`src/rtl/clock_display_pkg.sv`:
```
// Shared constants for the clock display path: active-low segment codes,
// anode patterns and the digit-slot indices used by the scanner.
package clock_display_pkg;

   // Segment codes are {g,f,e,d,c,b,a}, active-low.
   localparam logic [6:0] SEG_0    = 7'h40;
   localparam logic [6:0] SEG_1    = 7'h79;
   localparam logic [6:0] SEG_2    = 7'h24;
   localparam logic [6:0] SEG_3    = 7'h30;
   localparam logic [6:0] SEG_4    = 7'h19;
   localparam logic [6:0] SEG_5    = 7'h12;
   localparam logic [6:0] SEG_6    = 7'h02;
   localparam logic [6:0] SEG_7    = 7'h78;
   localparam logic [6:0] SEG_8    = 7'h00;
   localparam logic [6:0] SEG_9    = 7'h10;
   localparam logic [6:0] SEG_DASH = 7'h3F;
   localparam logic [6:0] SEG_OFF  = 7'h7F;

   localparam logic [3:0] AN_OFF   = 4'hF;

   localparam logic [1:0] IDX_S2   = 2'd0;
   localparam logic [1:0] IDX_S1   = 2'd1;
   localparam logic [1:0] IDX_M2   = 2'd2;
   localparam logic [1:0] IDX_M1   = 2'd3;

endpackage

```
`src/rtl/bcd_to_seg.sv`:
```
// Combinational BCD digit to active-low 7-segment decoder; values above 9
// show a dash so corrupt counter values are visible on the display.
module bcd_to_seg
   import clock_display_pkg::*;
(
   input  logic [3:0] digit,
   output logic [6:0] seg
);

   always_comb begin
      seg = SEG_DASH;
      case (digit)
         4'd0:    seg = SEG_0;
         4'd1:    seg = SEG_1;
         4'd2:    seg = SEG_2;
         4'd3:    seg = SEG_3;
         4'd4:    seg = SEG_4;
         4'd5:    seg = SEG_5;
         4'd6:    seg = SEG_6;
         4'd7:    seg = SEG_7;
         4'd8:    seg = SEG_8;
         4'd9:    seg = SEG_9;
         default: seg = SEG_DASH;
      endcase
   end

endmodule

```
`src/rtl/seven_seg_scanner.sv`:
```
// Time-multiplexes the four clock digits onto a common-anode 4-digit display,
// snapshotting the digits once per frame and blinking the colon dot.
module seven_seg_scanner
   import clock_display_pkg::*;
#(
   parameter int SCAN_DIV        = 100_000,
   parameter int GUARD           = 16,
   parameter int BLINK_DIV       = 50_000_000,
   parameter int BLANK_LEAD_ZERO = 1
) (
   input  logic       clk,
   input  logic       reset,
   input  logic       en,
   input  logic [2:0] m1,
   input  logic [3:0] m2,
   input  logic [2:0] s1,
   input  logic [3:0] s2,
   output logic [3:0] an,
   output logic [6:0] seg,
   output logic       dp
);

   localparam int SW = (SCAN_DIV > 1) ? $clog2(SCAN_DIV) : 1;
   localparam int BW = (BLINK_DIV > 1) ? $clog2(BLINK_DIV) : 1;

   logic [SW-1:0] scan_cnt;
   logic [1:0]    idx;
   logic [BW-1:0] blink_cnt;
   logic          phase;
   logic [2:0]    snap_m1;
   logic [3:0]    snap_m2;
   logic [2:0]    snap_s1;
   logic [3:0]    snap_s2;

   logic          scan_wrap;
   logic [3:0]    digit;
   logic [6:0]    dec_seg;
   logic [3:0]    an_d;
   logic [6:0]    seg_d;
   logic          dp_d;

   assign scan_wrap = (scan_cnt == SW'(SCAN_DIV - 1));

   // Digits are captured only as the scan returns to slot 0, so a frame never tears.
   always_ff @(posedge clk or posedge reset) begin
      if (reset) begin
         scan_cnt  <= '0;
         idx       <= IDX_S2;
         blink_cnt <= '0;
         phase     <= 1'b0;
         snap_m1   <= '0;
         snap_m2   <= '0;
         snap_s1   <= '0;
         snap_s2   <= '0;
      end else begin
         if (scan_wrap) begin
            scan_cnt <= '0;
            idx      <= idx + 2'd1;
            if (idx == IDX_M1) begin
               snap_m1 <= m1;
               snap_m2 <= m2;
               snap_s1 <= s1;
               snap_s2 <= s2;
            end
         end else begin
            scan_cnt <= scan_cnt + SW'(1);
         end
         if (blink_cnt == BW'(BLINK_DIV - 1)) begin
            blink_cnt <= '0;
            phase     <= ~phase;
         end else begin
            blink_cnt <= blink_cnt + BW'(1);
         end
      end
   end

   always_comb begin
      digit = snap_s2;
      case (idx)
         IDX_S2:  digit = snap_s2;
         IDX_S1:  digit = {1'b0, snap_s1};
         IDX_M2:  digit = snap_m2;
         IDX_M1:  digit = {1'b0, snap_m1};
         default: digit = snap_s2;
      endcase
   end

   bcd_to_seg u_dec (
      .digit (digit),
      .seg   (dec_seg)
   );

   always_comb begin
      an_d  = AN_OFF;
      seg_d = SEG_OFF;
      dp_d  = 1'b1;
      if (en && (scan_cnt >= SW'(GUARD))) begin
         an_d  = ~(4'b0001 << idx);
         seg_d = dec_seg;
         if ((BLANK_LEAD_ZERO != 0) && (idx == IDX_M1) && (snap_m1 == 3'd0))
            an_d = AN_OFF;
         // Colon lives on the minutes-units digit.
         if ((idx == IDX_M2) && phase)
            dp_d = 1'b0;
      end
   end

   always_ff @(posedge clk or posedge reset) begin
      if (reset) begin
         an  <= AN_OFF;
         seg <= SEG_OFF;
         dp  <= 1'b1;
      end else begin
         an  <= an_d;
         seg <= seg_d;
         dp  <= dp_d;
      end
   end

endmodule

```
`config.mk`:
```
export PLATFORM = sky130hd
export DESIGN_NAME = seven_seg_scanner
export DESIGN_NICKNAME = d
export VERILOG_FILES = /design/src/rtl/clock_display_pkg.sv /design/src/rtl/bcd_to_seg.sv /design/src/rtl/seven_seg_scanner.sv
export SDC_FILE = /design/constraint.sdc
export NUM_CORES = 1
export LEC_CHECK = 0
export CAP_MARGIN = 20
export CORE_AREA = 10 10 105 107
export DETAILED_ROUTE_END_ITERATION = 8
export DIE_AREA = 0 0 115 117
export PLACE_DENSITY = 0.68
export REMOVE_ABC_BUFFERS = 1
export SYNTH_ARGS = -nofsm -noshare
export SYNTH_HDL_FRONTEND = slang
export SYNTH_SLANG_ARGS = --single-unit
```
`constraint.sdc`:
```
create_clock -name clk -period 6.85 [get_ports clk]
set_clock_uncertainty 0.15 [all_clocks]
set_input_delay 1.0275 -clock clk [delete_from_list [all_inputs] [get_ports clk]]
set_output_delay 1.0275 -clock clk [all_outputs]
set_load 0.01 [all_outputs]
```
; Word level (Yosys, flattened, before mapping)
; Memories as Yosys holds them, arrays and structs flattened.
; Cells that the tools add are included.
[word_totals]
regBits = 72
wordCells = 38
n_memories = 1
romBits = 112
inputBits = 17
out_inout_bits = 12
[classes]
add_sub_neg = 3
order_cmp = 1
reduce_logical = 6
n_eq_ne = 5
bitwise = 2
mux = 8
shift = 1
[memory_table]
columns = name, words, width, read_ports, rd_ports_with_merged_regs, write_ports, line_no
row1 = (name not given), 16, 7, 1, 0, 0, bcd_to_seg.sv:12  ; case (digit)
[ops]
columns = cell, count
row1 = $add A26 B1 Y26 const B, 1
row2 = $eq A26 B26 Y1 const B, 1
row3 = $mux W26, 1
row4 = $add A17 B1 Y17 const B, 1
row5 = $eq A17 B17 Y1 const B, 1
row6 = $ge A17 B5 Y1 const B, 1
row7 = $mux W17, 1
row8 = $pmux W4 S4, 1
row9 = $mux W4, 2
row10 = $mux W7, 1
row11 = $eq A2 B2 Y1 const B, 2
row12 = $not A4 Y4, 1
row13 = $shl A1 B2 Y4 const A, 1
row14 = $logic_and A1 B1 Y1, 3
row15 = $logic_not A3 Y1, 1
row16 = $add A2 B1 Y2 const B, 1
row17 = $eq A2 B1 Y1 const B, 1
row18 = $logic_not A2 Y1, 1
row19 = $mux W1, 2
row20 = $reduce_and A2 Y1, 1
row21 = $not A1 Y1, 1

; Longest topological paths before layout
; Gate-level depths: netlist of the first run.
[logic_depth]
depth_word = 4
mapped_depth = 9
depth_no_buf = 8

; Hierarchy
; From an unflattened synthesis of the first run, not the netlist that was laid out.
[unflattened]
cells_unflattened = 323
hier_area_um2 = 3543.4
[modules_own_cells]
columns = mod, instances, cells_per_inst, area_each_um2, seq_area_each_um2
row1 = seven_seg_scanner, 1, 292, 3303.2, 1816.7
row2 = bcd_to_seg, 1, 31, 240.2, 0.0

; Worst setup path before layout of the first run
; No wires, ideal clock.
[synth_timing]
path_kind = register to register
start = register idx[0]
end = register seg[3]
path_stages_with_launch = 10
arrival_ns = 1.893
setup_slack_ns = 4.728
period_less_slack_ns = 2.122
setup_time_ns = 0.079
path_buffers = 1
required_time_ns = 6.621
cell_sequence = dfrtp_1 inv_1 ha_1 clkbuf_1 a21oi_1 a21oi_1 inv_1 ha_1 and3_1 o21ai_0
[synth_via]
elab_chain_cells = 4
word_cells_on_any_way = 7
cone_classes = eq/ne: 3 / mux: 2 / reduce/logical: 1 / memory: 1
[synth_rtl]
columns = item, line_no
row1 = from (decl), seven_seg_scanner.sv:27  ; logic [1:0] idx;
row2 = from (signal assigned), seven_seg_scanner.sv:58  ; idx <= idx + 2'd1;
row3 = $eq A2 B2 Y1 (tied with other cells), seven_seg_scanner.sv:79  ; case (idx)
row4 = $pmux W4 S4 (*), seven_seg_scanner.sv:79
row5 = $mem_v2 Z16 W7 (*), --
row6 = $mux W7 (*), seven_seg_scanner.sv:97  ; if (en && (scan_cnt >= SW'(GUARD))) begin
row7 = net seg_d[3], seven_seg_scanner.sv:39  ; logic [6:0] seg_d;
row8 = to (signal assigned), seven_seg_scanner.sv:115  ; seg <= seg_d;
row9 = to (decl), seven_seg_scanner.sv:19  ; output logic [6:0] seg,
; The timed path passes the listed nets; every way through them passes the cells marked *.
; A chain may end at the register's enable or synchronous reset.

; Final worst setup path of the first run
[layout_timing]
start = register dp
end = output port dp
[layout_rtl]
columns = item, line_no
row1 = from (decl), seven_seg_scanner.sv:20  ; output logic dp
row2 = from (signal assigned), seven_seg_scanner.sv:116  ; dp <= dp_d;
; No word-level cell between the ends.

==> results_dict.tcl, run 1 <==
set metrics [dict create \
    synthCells 319 \
    cts.sinks 72 \
    synth_top_area_cell "dfrtp_1" \
    dr_total_vias 2432 \
    firstDrtPassIters 4 \
    synth_area_leaders "dfrtp_1 (43%), dfstp_2 (9.1%), mux2_2 (4.5%)" \
    cp-end-kind "output pin" \
    crit_required_ps 5670 \
    synth-edff-count 0 \
    stdcell_count 465 \
    setup_slack_ps 4250 \
    design.die.area_um2 13500 \
    worstMarginPinSlew_ps 945 \
    hold_violations 0 \
    setup_tns_ps 0 \
    cts_tree "done" \
    slowest_delay_ps 540 \
    cts_buffer_depth 2 \
    finalMaxSlewViolations 0 \
    ir_drop_uv 114 \
    outcome "finished, final reports clean" \
    die_w_um 115 \
    grt_antenna_before_repair 0 \
    place_ws_ps 4370 \
    grt_pass1_vias 2406 \
    slew_headroom_pct 36.5 \
    mostFrequentLayoutCells "dfrtp_1 (60), clkdlybuf4s50_1 (28), nand2_1 (21)" \
    diodes 0 \
    worstSetupPathType "reg -> out" \
    cts_made_buffers 9 \
    htree_levels 3 \
    clock-root-buffer "clkbuf_8" \
    area_delta_synth_final_pct 17.0 \
    grt.total_usage_pct 10.3 \
    crit_buf_inv 1 \
    ioPinCount 29 \
    crit_path_top_delay_cell "dfstp_2" \
    drive_gt1_share_pct 16.1 \
    cts_hold_buf 0 \
    start_util_pct 38.6 \
    hpwl_um 4670 \
    powerDensity_nw_per_um2 206 \
    start_kind "flop" \
    final_common_cell "dfrtp_1" \
    cts_resized 0 \
    ys_warn_count 0 \
    cts_setup_buffers 0 \
    synth_area_um2 3480 \
    wire_per_inst_um 14.3 \
    via_per_inst 5.23 \
    path_clk_slew_ps 70 \
    yosys_most_used_dff "dfrtp_1" \
    worstPathArrival_ps 1420 \
    period_minus_slack_ps 2600 \
    insertion_delay_ps 340 \
    drt_wl_total_um 6650 \
    crit_chain "clkdlybuf4s50_1" \
    finalWeightedCongestion 0.753 \
    grt_pass1_wl_um 11200 \
    setup_viol 0 \
    ys_types 52 \
    async_reset_ff_share_pct 100 \
    fin_crit_sh_pct 37.9 \
    drc 0 \
    critPathTopFamily "flip-flops" \
    postSynthAreaPerCell_um2 10.9 \
    num_rows 35 \
    p_total_w 0.000839 \
    ys_ff_latch 72 \
    dp_cells 449 \
    fmax_ghz 0.385 \
    max-cap-violations 0 \
    worstPathMaxFanout 1 \
    fin_nets 377 \
    grt_max_degree 73 \
    rsz0062_at_grt "false" \
    grt_overflow 0 \
    numPortBuffers 28 \
    synth_top_area_share_pct 43.1 \
    ant_nets 0 \
    fp.dieH_um 117 \
    hold_path.class "reg -> reg" \
    core-area_um2 9020 \
    ys_seq_area_share_pct 52.2 \
    drt_iter0_markers 76 \
    leakage_nw 1.76 \
]
[metrics by stage]
| stage | instance area (µm²) | hold slack [ps] | util (%) |
|---|---|---|---|
| floorplan | 3430 | 269 | - |
| global placement | 3850 | 280 | 42.7 |
| detailed placement | 3850 | 295 | 42.7 |
| CTS | 4070 | 301 | 45.1 |
| global route | 4070 | 307 | 45.1 |
| finish | 4070 | 301 | 45.1 |
[cells in the mapped netlist, drive strengths merged (2+ instances only)]
master and instances:
buf 5, nor2 20, and2 3, a22oi 3, o31ai 7, mux2i 2
nor3b 2, nor2b 4, mux2 14, and3 4, or3 4, a221oi 2
inv 17, dfstp 12, clkbuf 5, nor3 9, o21ai 8, xnor2 16
dfrtp 60, or2 2, xor2 14, nand4 12, a21oi 14, or4 10
and4 4, nand2 22, ha 11, nor4 2, nand3 18
[routing by layer]
layer  track usage, %  share of wire (%)
met4             4.37               0.95
met2             17.1                 51
met1             12.2                 45
met5                0                  0
met3             2.85                3.0
[registers in the layout, indices dropped and copies added, names as in the netlist]
signal,flops
an,4
snap_m2,4
snap_m1,3
scan_cnt,17
idx,2
snap_s1,3
blink_cnt,26
phase,1
seg,7
dp,1
snap_s2,4
[worst paths after layout]
check / from / end / slack, ps / cells after the start
worst max-delay path: dp / dp / 4250 / 1
worst min-delay path: phase / dp / 300 / 1
worst max register to register: blink_cnt[12] / phase / 4510 / 4
worst min register to register: phase / dp / 300 / 1
max in group asynchronous: reset / snap_m1[0] / 4860 / 3
min in group asynchronous: reset / blink_cnt[9] / 1120 / 3
[cell type report]
cell class | count | area, µm²
Fill cell | 858 | 4950
Sequential cell | 72 | 1820
Multi-Input combinational cell | 220 | 1550
Timing Repair Buffer | 29 | 288
Clock buffer | 14 | 183
Tap cell | 111 | 139
Inverter | 17 | 63.8
Clock inverter | 2 | 35.0
[logic make-up (layout without fill, tap and decap cells)]
family          count (synthesis)  after routing  share of synthesized area [%]
compound gates                 43             43                           8.09
xor+xnor                       30             30                           7.55
fa+ha+maj                      11             11                           3.95
buf+inv                        27             62                           3.34
flops                          72             72                           52.2
mux                            16             16                           5.10
simple gates                  120            120                           19.8
[report_power, final]
| part | total (W) | internal (W) | switching, W | leakage, nW |
|---|---|---|---|---|
| clock | 0.000359 | 0.000208 | 0.000151 | 0.113 |
| sequential | 0.000438 | 0.000435 | 0.00000382 | 0.903 |
| combinational | 0.0000410 | 0.0000210 | 0.0000200 | 0.748 |
| total | 0.000839 | 0.000663 | 0.000175 | 1.76 |
Power figures use the tool's default switching activity.
==> run 2, diff against run 1 <==
Settings changed: PLACE_DENSITY 0.68 to 0.71.
Clock period 6.85 ns to 2.1 ns, I/O delays scaled along.
==> run 2 against run 1 <==
Effect of this change: sequential share of layout area fell by 2.7 points; highest routed layer unchanged; non-clock buffer count up 22; total power rose to 3.4 times the previous value; first-iteration DRC count grew 120%; sequential cell count unchanged; largest cell class unchanged.
==> results_dict.tcl, run 2 (same netlist as run 1, synthesis figures left out) <==
set metrics [dict create \
    start_util_pct 38.6 \
    firstDrtPassIters 4 \
    crit_required_ps 2210 \
    via_per_inst 5.19 \
    hpwl_um 4790 \
    drt_wl_total_um 7120 \
    cp-end-kind "flop" \
    finalWeightedCongestion 0.822 \
    drc 0 \
    design.die.area_um2 13500 \
    internal_power_w 0.00217 \
    r2r_end "seg[2]" \
    cts_tree "done" \
    top_regs "blink_cnt x26, scan_cnt x17, seg x7" \
    mostFrequentLayoutCells "dfrtp_1 (60), clkdlybuf4s50_1 (28), nand2_1 (21), buf_4 (21), nor2_1 (19)" \
    htree_levels 3 \
    cts_hold_buf 0 \
    rrSetupSlack_ps 50 \
    slew_headroom_pct 65.8 \
    grt_antenna_before_repair 0 \
    fmax_ghz 0.488 \
    hold_path.class "in -> async" \
    worstSetupPathType "reg -> reg" \
    grt_busiest_layer "met2" \
    crit_end "seg[2]" \
    fp.dieH_um 117 \
    p_switching_w 0.000643 \
    fin_nets 400 \
    clock-root-buffer "clkbuf_8" \
    numPortBuffers 28 \
    grt_use_met3_pct 3.98 \
    largest-register "blink_cnt" \
    critPathTopFamily "compound AO/OA/AOI/OAI gates" \
    grt_overflow 0 \
    finalMaxSlewViolations 0 \
    combPwrFrac_pct 5.6 \
    worstPathArrival_ps 2160 \
    critPathLaunch "idx[0]" \
    ioPinCount 29 \
    ir_drop_uv 400 \
    cts.sinks 72 \
    worst-path-stages 7 \
    slowest_delay_ps 410 \
    crit_chain "ha_1, buf_4, a222oi_1, buf_4, mux2i_2, o21ai_0, o211ai_1" \
    final_common_cell "dfrtp_1" \
    placed_cell_area_um2 4000 \
    wire_per_inst_um 14.6 \
    drt_iter0_markers 166 \
    drive_gt1_share_pct 24.9 \
    max-cap-violations 0 \
    fin_hold_ws_ps 210 \
    num_rows 35 \
    worstMarginPinSlew_ps 507 \
    leakage_nw 1.88 \
    r2r_start "idx[0]" \
    grt_pass1_wl_um 12100 \
    place_ws_ps -31.4 \
    setup_slack_ps 52.4 \
    grtUsageMet2_pct 17.6 \
    worstPathMaxFanout 6 \
    setup_tns_ps 0 \
    powerDensity_nw_per_um2 649 \
    path_clk_slew_ps 80 \
    largest_reg_flops 26 \
    start_kind "flop" \
    period_minus_slack_ps 2050 \
    dr_total_vias 2532 \
    cts_buffer_depth 2 \
    outcome "finished, final reports clean" \
    diodes 0 \
    stdcell_count 488 \
    grt_max_degree 73 \
    seq_power_share_pct 50.9 \
    crit_top_cell "buf_4" \
    rr_worst_depth 7 \
    area_delta_synth_final_pct 24.4 \
    dp_cells 466 \
    cts_made_buffers 9 \
    core-area_um2 9020 \
    swShare_pct 22.9 \
    insertion_delay_ps 350 \
    die_w_um 115 \
    grt_pass1_vias 2558 \
    setup_viol 0 \
    hold_violations 0 \
    crit_buf_inv 2 \
    grt.total_usage_pct 11.0 \
    clkPwrFrac_pct 43.5 \
    crit_path_top_delay_cell "dfrtp_1" \
    fin_crit_sh_pct 97.5 \
    final_area_um2 4330 \
    ant_nets 0 \
    grtUsageMet1_pct 13.7 \
]
==> run 2: cell count changes in the layout (fill, tap and decap cells not counted), sizes merged <==
cell and change:
clkbuf -5, buf +22, mux2i +1, bufinv +1, clkinv +4
==> run 2: how the worst min path moves through the flow <==
stage / start / cells past startpoint / endpoint
final: reset / 3 / scan_cnt[3]
after global routing: reset / 3 / snap_m2[2]
after CTS: reset / 3 / snap_m2[2]
after detailed placement: phase / 1 / dp
after global placement: blink_cnt[0] / 1 / blink_cnt[0]
after floorplan: phase / 1 / dp
==> run 2: per-stage QoR <==
| step | power [W] | utilization, % |
|---|---|---|
| 5_1_grt | 0.00292 | 48.0 |
| 3_5_place_dp | 0.00160 | 44.3 |
| 4_1_cts | 0.00282 | 47.2 |
| 6_report | 0.00281 | 48.0 |
| 2_1_floorplan | 0.00152 | - |
| 3_3_place_gp | 0.00160 | 44.3 |
==> run 2: timing repair <==
| item | 4_1_cts | 5_1_grt |
|---|---|---|
| gates resized for setup | 3 | 16 |
| pin swaps | 1 | 4 |
| buffers inserted | 3 | 2 |
| gates cloned | 0 | 1 |
| endpoints found under the setup margin | 21 | 9 |
==> run 2: power by group through the flow <==
stage | Sequential, W | Combinational (W) | Clock (W)
3_3_place_gp | 0.00146 | 0.000142 | 0
5_1_grt | 0.00143 | 0.000172 | 0.00131
6_report | 0.00143 | 0.000156 | 0.00122
2_1_floorplan | 0.00146 | 0.0000635 | 0
4_1_cts | 0.00143 | 0.000151 | 0.00124
3_5_place_dp | 0.00146 | 0.000146 | 0
==> run 2: routing by layer <==
layer / wire, µm / up-vias
met2: 3460 / 33
li1: - / 1239
met4: 62 / 0
met5: 0 / -
met1: 3380 / 1255
met3: 223 / 5
==> run 2: final cells by class <==
cell class / count / area [µm²]
Inverter: 17 / 63.8
Clock inverter: 7 / 96.3
Clock buffer: 9 / 124
Sequential cell: 72 / 1820
Multi-Input combinational cell: 221 / 1620
Timing Repair Buffer: 51 / 469
Tap cell: 111 / 139
Fill cell: 808 / 4690
==> run 2: worst register-to-register path, delay by kind of cell, from the launching register on <==
| family | cells | cell delay [ps] |
|---|---|---|
| multiplexers | 1 | 120 |
| AO/OA/AOI/OAI | 3 | 660 |
| buffers and inverters | 2 | 360 |
| adder cells (fa/ha/maj) | 1 | 240 |
| flip-flops | 1 | 410 |
==> run 3, diff against run 2 <==
Settings changed: CELL_PAD_IN_SITES_DETAIL_PLACEMENT set to 2, CELL_PAD_IN_SITES_GLOBAL_PLACEMENT set to 2, CORE_AREA 10 10 105 107 to 10 10 113 115, DIE_AREA 0 0 115 117 to 0 0 123 125, PLACE_DENSITY 0.71 to 0.84.
==> run 3 against run 2 <==
Effect of this change: the flow now finishes with violations (negative setup slack); clock power up 8%; sequential share of layout area down 3.0 points; register-to-register slack worse by 170 ps; fmax down 7.6%; combinational power up 18%; total power up 4.6%; cell area up 7.9%; count of clock-buffer cells in the layout up 5; routed wire length up 72%; cell count up 10%; largest power group unchanged.
==> results_dict.tcl, run 3 (same netlist as run 1, synthesis figures left out) <==
set metrics [dict create \
    drt_iter0_markers 187 \
    start_util_pct 32.8 \
    grt_overflow 0 \
    worstPathMaxFanout 6 \
    diodes 0 \
    grt_pass1_wl_um 18800 \
    cts_buffer_depth 2 \
    setup_slack_ps -115 \
    start_kind "flop" \
    slew_headroom_pct 62.2 \
    final_common_cell "dfrtp_1" \
    fp.dieH_um 125 \
    via_per_inst 5.27 \
    wire_per_inst_um 22.7 \
    fin_hold_ws_ps 110 \
    drive_gt1_share_pct 31.9 \
    die_w_um 123 \
    drt_wl_total_um 12200 \
    cts.sinks 72 \
    period_minus_slack_ps 2220 \
    fmax_ghz 0.451 \
    hold_path.class "in -> async" \
    firstDrtPassIters 4 \
    core-area_um2 10600 \
    dr_total_vias 2833 \
    grt.total_usage_pct 15.8 \
    leakage_nw 2.01 \
    insertion_delay_ps 370 \
    finalWeightedCongestion 0.775 \
    top_regs "blink_cnt x26, scan_cnt x17, seg x7" \
    ir_drop_uv 243 \
    fin_nets 421 \
    worstSetupPathType "reg -> reg" \
    final_core_util_pct 44.1 \
    outcome "complete, but fails checks" \
    largest_reg_flops 26 \
    worstPathArrival_ps 2340 \
    cts_tree "done" \
    drc 0 \
    crit_required_ps 2230 \
    cts_made_buffers 9 \
    hpwl_um 7030 \
    finalMaxSlewViolations 0 \
    grt_max_degree 29 \
    max-cap-violations 0 \
    cts_hold_buf 0 \
    design.die.area_um2 15400 \
    ioPinCount 29 \
    violations "negative setup slack" \
    worstMarginPinSlew_ps 568 \
    powerDensity_nw_per_um2 629 \
    hold_violations 0 \
    path_clk_slew_ps 80 \
    largest-register "blink_cnt" \
    htree_levels 3 \
    setup_viol 7 \
    numPortBuffers 28 \
    mostFrequentLayoutCells "dfrtp_1 (57), buf_4 (37), clkdlybuf4s50_1 (28)" \
    rsz0062_at_grt "true" \
    fin_crit_sh_pct 105 \
    grt_pass1_vias 3236 \
    cp-end-kind "flop" \
    clock-root-buffer "clkbuf_8" \
    grt_antenna_before_repair 0 \
    area_delta_synth_final_pct 34.3 \
    ant_nets 0 \
    num_rows 38 \
]
==> run 3: changes by cell type in the layout (fill, tap and decap cells not counted), sizes merged <==
cell	change
clkinv	-5
or4	+1
buf	+21
clkbuf	+5
mux2i	-1
==> run 3: final cells by class <==
| cell class | instances | area [µm²] |
|---|---|---|
| fill | 1080 | 5930 |
| sequential | 72 | 1820 |
| multi-input combinational | 221 | 1720 |
| timing repair buffer | 72 | 663 |
| tap | 140 | 175 |
| clock buffer | 14 | 173 |
| inverter | 17 | 63.8 |
| clock inverter | 2 | 60.1 |
==> run 3: stage by stage <==
step | area (µm²) | instances | power, W | setup TNS, ps | worst slack [ps]
2_1_floorplan | 3430 | 309 | 0.00152 | -10200 | -170
3_3_place_gp | 4150 | 508 | 0.00161 | 0 | 49.2
3_5_place_dp | 4150 | 508 | 0.00162 | -666 | -156
4_1_cts | 4570 | 532 | 0.00295 | 0 | 5.27
5_1_grt | 4670 | 538 | 0.00304 | -1430 | -241
6_report | 4670 | 538 | 0.00294 | -530 | -115
==> run 3: power by group <==
part | leakage, nW | switching [W] | internal, W
registers | 0.898 | 0.0000201 | 0.00142
logic | 0.999 | 0.0000914 | 0.0000928
clock network | 0.117 | 0.000549 | 0.000769
==> run 3: final timing paths <==
kind                                   start            to  slack, ps  depth (start not counted)
worst max-delay path                  idx[0]        seg[5]       -120                          7
worst min-delay path                   reset   scan_cnt[7]        110                          2
worst max register to register        idx[0]        seg[5]       -120                          7
worst min register to register  blink_cnt[0]  blink_cnt[0]        330                          1
max in group asynchronous              reset        seg[2]       1090                          3
min in group clk                blink_cnt[0]  blink_cnt[0]        330                          1
==> run 3: critical path: stages, from the launching register on <==
cell and delay, ps:
dfrtp_2 460, ha_4 200, buf_6 120, a222oi_1 550
mux2i_4 140, buf_6 170, nor3b_1 130, o21ai_1 190
==> run 3: timing repair <==
item,in CTS,in global routing
gates cloned,0,1
pin swaps,8,8
hold endpoints to repair,0,0
setup endpoints to repair,8,34
gates resized for setup,33,15
buffers inserted,9,5
==> run 3: routing by layer <==
layer | vias up | share of wire (%) | GRT usage (%)
met5 | - | 0 | 0
li1 | 1279 | - | -
met4 | 0 | 1.8 | 5.76
met1 | 1497 | 39 | 17.5
met3 | 20 | 2.3 | 3.11
met2 | 37 | 57 | 29.0
